`src/rtl/uart_tx_sched_pkg.sv`:
```
// uart_tx_sched_pkg: FSM encoding, source ids and status-bit positions for the TX scheduler
package uart_tx_sched_pkg;
   typedef enum logic [1:0] {IDLE, LAUNCH, WAIT_ACT, WAIT_DONE} state_t;
   typedef enum logic {SRC_FIFO, SRC_ECHO} src_t;
   localparam int STAT_FIFO_FULL = 0;
   localparam int STAT_OVERFLOW  = 1;
   localparam int STAT_ECHO_DROP = 2;
endpackage

```
`src/rtl/sync_fifo_8b.sv`:
```
// sync_fifo_8b: byte FIFO with first-word-fall-through read data and registered status
module sync_fifo_8b #(
   parameter int DEPTH = 8
) (
   input  logic                     clk,
   input  logic                     reset,
   input  logic                     wr,
   input  logic                     rd,
   input  logic [7:0]               wdata,
   output logic [7:0]               rdata,
   output logic                     full,
   output logic                     empty,
   output logic [$clog2(DEPTH):0]   count
);
   localparam int AW = $clog2(DEPTH);
   logic [7:0]    mem [DEPTH];
   logic [AW-1:0] wptr, rptr;
   logic          do_wr, do_rd;
   logic [AW:0]   count_nx;
   assign do_rd    = rd && !empty;
   // a full FIFO still takes a write when the head leaves in the same cycle
   assign do_wr    = wr && (!full || do_rd);
   assign count_nx = count + (AW+1)'(do_wr) - (AW+1)'(do_rd);
   assign rdata    = mem[rptr];
   always_ff @(posedge clk)
      if (do_wr) mem[wptr] <= wdata;
   always_ff @(posedge clk)
      if (reset) begin
         wptr  <= '0;
         rptr  <= '0;
         count <= '0;
         full  <= 1'b0;
         empty <= 1'b1;
      end else begin
         wptr  <= wptr + AW'(do_wr);
         rptr  <= rptr + AW'(do_rd);
         count <= count_nx;
         full  <= count_nx == (AW+1)'(DEPTH);
         empty <= count_nx == '0;
      end
endmodule

```
`src/rtl/uart_tx_sched.sv`:
```
// uart_tx_sched: round-robin sharing of one uart_tx between the CPU byte FIFO and the RX echo register
module uart_tx_sched
   import uart_tx_sched_pkg::*;
#(
   parameter int FIFO_DEPTH  = 8,
   parameter int ACK_TIMEOUT = 4,
   parameter bit ECHO_EN     = 1
) (
   input  logic                          clk,
   input  logic                          reset,
   input  logic                          wr_en,
   input  logic [7:0]                    wr_data,
   input  logic                          echo_valid,
   input  logic [7:0]                    echo_data,
   input  logic                          stat_clr,
   input  logic                          TX_STATUS,
   output logic                          TX_EN,
   output logic [7:0]                    TX_DATA,
   output logic                          fifo_full,
   output logic                          fifo_empty,
   output logic [$clog2(FIFO_DEPTH):0]   fifo_count,
   output logic                          overflow,
   output logic                          echo_drop,
   output logic                          busy
);
   localparam int CW = $clog2(ACK_TIMEOUT + 1);
   state_t        state;
   src_t          last, sel;
   logic [CW-1:0] cnt;
   logic [7:0]    fifo_data, echo_q;
   logic          echo_v, grant, pop_fifo, pop_echo, echo_cap, ovf_evt, drop_evt;
   sync_fifo_8b #(.DEPTH(FIFO_DEPTH)) u_fifo (
      .clk   (clk),
      .reset (reset),
      .wr    (wr_en),
      .rd    (pop_fifo),
      .wdata (wr_data),
      .rdata (fifo_data),
      .full  (fifo_full),
      .empty (fifo_empty),
      .count (fifo_count)
   );
   assign sel      = (!fifo_empty && echo_v) ? (last == SRC_FIFO ? SRC_ECHO : SRC_FIFO)
                                             : (echo_v ? SRC_ECHO : SRC_FIFO);
   assign grant    = state == IDLE && !TX_STATUS && (!fifo_empty || echo_v);
   assign pop_fifo = grant && sel == SRC_FIFO;
   assign pop_echo = grant && sel == SRC_ECHO;
   assign echo_cap = ECHO_EN && echo_valid;
   assign ovf_evt  = wr_en && fifo_full && !pop_fifo;
   assign drop_evt = echo_cap && echo_v && !pop_echo;
   assign busy     = state != IDLE || !fifo_empty || echo_v;
   always_ff @(posedge clk)
      if (reset) begin
         state     <= IDLE;
         last      <= SRC_ECHO;
         cnt       <= '0;
         TX_EN     <= 1'b0;
         TX_DATA   <= '0;
         echo_v    <= 1'b0;
         echo_q    <= '0;
         overflow  <= 1'b0;
         echo_drop <= 1'b0;
      end else begin
         TX_EN     <= 1'b0;
         overflow  <= ovf_evt || (overflow && !stat_clr);
         echo_drop <= drop_evt || (echo_drop && !stat_clr);
         if (echo_cap && (!echo_v || pop_echo)) begin
            echo_v <= 1'b1;
            echo_q <= echo_data;
         end else if (pop_echo)
            echo_v <= 1'b0;
         case (state)
            IDLE:
               if (grant) begin
                  TX_DATA <= sel == SRC_ECHO ? echo_q : fifo_data;
                  last    <= sel;
                  TX_EN   <= 1'b1;
                  state   <= LAUNCH;
               end
            LAUNCH: begin
               cnt   <= '0;
               state <= WAIT_ACT;
            end
            // no acknowledge within ACK_TIMEOUT cycles: relaunch the byte already held in TX_DATA
            WAIT_ACT:
               if (TX_STATUS)
                  state <= WAIT_DONE;
               else if (cnt == CW'(ACK_TIMEOUT - 1)) begin
                  TX_EN <= 1'b1;
                  state <= LAUNCH;
               end else
                  cnt <= cnt + 1'b1;
            WAIT_DONE:
               if (!TX_STATUS) state <= IDLE;
            default:
               state <= IDLE;
         endcase
      end
endmodule
```
`config.mk`:
```
export PLATFORM = sky130hd
export DESIGN_NAME = uart_tx_sched
export DESIGN_NICKNAME = d
export VERILOG_FILES = /design/src/rtl/uart_tx_sched_pkg.sv /design/src/rtl/sync_fifo_8b.sv /design/src/rtl/uart_tx_sched.sv
export SDC_FILE = /design/constraint.sdc
export NUM_CORES = 1
export LEC_CHECK = 0
export BUFFER_PORTS_ARGS = -buffer_cell sky130_fd_sc_hd__clkbuf_2
export CORE_MARGIN = 4
export CORE_UTILIZATION = 55
export CTS_BUF_LIST = sky130_fd_sc_hd__clkbuf_4
export CTS_CLUSTER_DIAMETER = 60
export DETAILED_ROUTE_END_ITERATION = 8
export GPL_TIMING_DRIVEN = 0
export PLACE_DENSITY = 0.78
export SYNTH_ARGS = -nofsm -noshare
export SYNTH_HDL_FRONTEND = slang
export SYNTH_SLANG_ARGS = --single-unit
```
`constraint.sdc`:
```
create_clock -name clk -period 2.4 [get_ports clk]
set_input_delay 0.12 -clock clk [delete_from_list [all_inputs] [get_ports clk]]
set_output_delay 0.12 -clock clk [all_outputs]
set_load 0.01 [all_outputs]
```
==> key figures <==
Min path
  – Hold crit path type: in -> reg

GRT
  – GRT Util Overall: 18.7%
  – Largest net degree at the start of global routing: 19
  – Vias in the first global route: 2510
  – Initial antenna violation count: 0
  – Global route overflow: 0
  – First-pass GRT wire length: ~12000 um

Synthesis
  – Synthesized cell area: 4140 sq um
  – Ys Warns: 0
  – Top FF cell, synth: edfxtp_1
  – Fraction of synthesis flops using an asynchronous set or reset pin: 0%
  – Post-synth cell types: 46
  – FF+latch count, synth: between 100 and 150
  – Mean post-synth cell area: 15.0 sq um
  – Net Count, Synth: just over 300
  – Synthesized instance count: 276
  – EDFF count, synth: 64
  – Register area share after synthesis: approximately two thirds

Clocking
  – CTS sink cnt: 102
  – CTS tree: done
  – CTS Buffer Depth: 2
  – CTS Buf Count: 9
  – Root buffer cell: clkbuf_4
  – Clock slew at reported path FFs: 140 ps
  – Clk_lat worst skew: 440 ps
  – Total number of H-tree levels: 3

Power
  – Seq pwr share: 50.9%
  – Peak VDD IR: 341 uV
  – Switch Pwr: approximately 1.3 mW
  – Combinational fraction of design power: 27.5%
  – Switch share: a little under a third
  – Leakage power: 1.77 nW
  – Power density cells: roughly 900 nW/um^2
  – Int Pwr: 2.99 mW
  – Clock power frac: between 20% and 30%

Floorplanning
  – Site Rows: 31
  – Boundary pin count: 40
  – Chip width: 94.7 um
  – Core ar.: approximately 7300 sq um
  – Initial Util: 56.7%
  – DIE AREA: 8970 sq um
  – Die Span Y: 94.7 um

Route
  – Drt wl/cell: 16.8 um
  – First DRT Iteration DRCs: between 100 and 150
  – DRT Wirelength: 7610 um
  – Drt pass-1 iters: 4
  – Final ANT Viol Nets: 0
  – Detailed-route via count: 2438
  – Via/cell ratio: around 5.4
  – DRC: 0

Setup path
  – Cell family contributing the most delay on the critical path: simple AND/OR/NAND/NOR gates
  – Critical path endpoint category: flop
  – Bufs and invs on worst path: 0
  – Critical Path RT: 2470 ps
  – CP max FO: 8
  – WP data arrival: approximately 2500 ps
  – Worst path max stage delay: 680 ps
  – Crit-path cells: or3_4, o31ai_4, nand3_2, nor3_2
  – Setup CP Type: reg -> reg
  – Slowest cell on the critical path: nor3_2
  – Crit start category: flop

STA
  – Period utilisation layout: 99.4%
  – Slew headroom: between 40% and 50%
  – Slew Viols, Final: 0
  – Least-Margin Pin Slew: roughly 860 ps
  – Final Hold Fails: 0
  – Final worst path period need: 2390 ps
  – Worst hold margin: 49.2 ps
  – RSZ-0062 raised after global routing: yes
  – Final setup fails: 0
  – Maximum clock frequency: 419 MHz
  – Final Skew: 19.2 ps
  – Setup TNS: 0 ps

Run status
  – Status: complete, no violations

Final layout
  – Final nets: 383
  – Ant. Diodes: 0
  – Most frequent cells in the layout: edfxtp_1 (64), clkbuf_2 (39), dfxtp_1 (36), nand2b_1 (20), dlygate4sd3_1 (18)
  – Layout cells sized above 1: 29.0%
  – Most common cell after layout, fill and taps aside: edfxtp_1
  – Synthesis-to-finish area growth: 18.3%

Job
  – Max-capacitance violation count: 0

Placement
  – Hpwl dp: between 5000 and 6000 um
  – Final GP Congestion: 0.772
  – PortBufs: 39
## power groups by stage
stage | clock network, mW | registers [mW] | logic [mW]
after global placement | 0 | 2.21 | 0.990
after floorplan | 0 | 2.23 | 0.706
after detailed placement | 0 | 2.22 | 1.02
after global routing | 1.02 | 2.21 | 1.31
after CTS | 0.945 | 2.19 | 1.10
final | 0.927 | 2.19 | 1.18
## cell type report
class,count,area (sq um)
sequential,102,2690
fill,528,2400
multi-input combinational,147,1390
timing repair buffer,63,420
tap,99,124
clock inverter,6,78.8
clock buffer,10,75.1
buffer,15,72.6
inverter,12,45.0
## routing by layer
layer | wire length [um] | global-route usage, % | vias up
met3 | 395 | 5.10 | 9
met2 | 3930 | 32.0 | 54
met5 | 0 | 0 | -
met1 | 3170 | 23.0 | 1190
met4 | 108 | 6.49 | 0
li1 | - | - | 1185
## worst min-delay path, stage by stage
cell	delay, ps
clkbuf_2	130
nand3b_1	130
a211oi_1	70
## through the flow
step           cells  worst slack, ps  power (mW)  utilization (%)  area (sq um)
2_1_floorplan    276             80.7        2.94                -          4140
6_report         454             13.4        4.29             67.1          4900
3_3_place_gp     414             -123        3.20             61.1          4460
5_1_grt          454            -75.8        4.53             67.1          4900
4_1_cts          451             26.7        4.23             66.3          4840
3_5_place_dp     414             -140        3.24             61.1          4460
## worst paths after layout
| path | cells past startpoint | startpoint | endpoint | slack (ps) |
|---|---|---|---|---|
| worst max register to register | 4 | state[0]$_SDFFE_PP0P_ | u_fifo.mem[1][2]$_DFFE_PP_ | 10 |
| worst max-delay path | 4 | state[0]$_SDFFE_PP0P_ | u_fifo.mem[1][2]$_DFFE_PP_ | 10 |
| worst min register to register | 1 | state[0]$_SDFFE_PP0P_ | TX_EN$_SDFF_PP0_ | 470 |
| worst min-delay path | 3 | TX_STATUS | TX_EN$_SDFF_PP0_ | 50 |
## cells in the mapped netlist (2+ instances only)
master	number	share of area (%)
edfxtp_1	64	46
dfxtp_1	38	18
nand2b_1	20	3.0
nor2_1	18	1.6
mux2i_1	16	3.9
mux4_2	16	8.7
inv_1	12	1.1
ha_1	10	3.0
a22oi_1	8	1.5
clkbuf_1	8	0.73
o22ai_1	8	1.2
a21oi_1	5	0.60
nor2b_1	5	0.76
buf_2	4	0.48
nand3_1	4	0.48
nor3_2	3	0.73
o21ai_0	3	0.36
xnor2_1	3	0.64
nand2_1	2	0.18
nor3_1	2	0.24
xor2_1	2	0.42
## flip-flops by register name (all words and copies together), names as in the netlist
| register | count |
|---|---|
| TX_DATA | 8 |
| overflow | 1 |
| u_fifo.wptr | 3 |
| last | 1 |
| echo_q | 8 |
| state | 2 |
| u_fifo.rptr | 3 |
| TX_EN | 1 |
| u_fifo.count | 4 |
| u_fifo.empty | 1 |
| echo_drop | 1 |
| echo_v | 1 |
| u_fifo.full | 1 |
| u_fifo.mem | 64 |
| cnt | 3 |
## kinds of logic (layout without fill, tap and decap cells)
kind of cell | Yosys count | after routing | share of synthesized area [%]
AO/OA/AOI/OAI | 34 | 34 | 5.93
XOR/XNOR | 5 | 5 | 1.06
adder cells (fa/ha/maj) | 11 | 11 | 3.51
buffers and inverters | 27 | 106 | 2.84
flip-flops | 102 | 102 | 64.8
multiplexers | 32 | 32 | 12.6
AND/OR/NAND/NOR | 65 | 65 | 9.25
## repair_timing
item                                   CTS  global route
setup endpoints to repair               24            46
resized for setup                        7             9
pin swaps                                3             8
setup buffers                            3             3
hold buffers                            18             0
endpoints found under the hold margin   74             0
No activity file was read; power rests on OpenSTA's default activity.
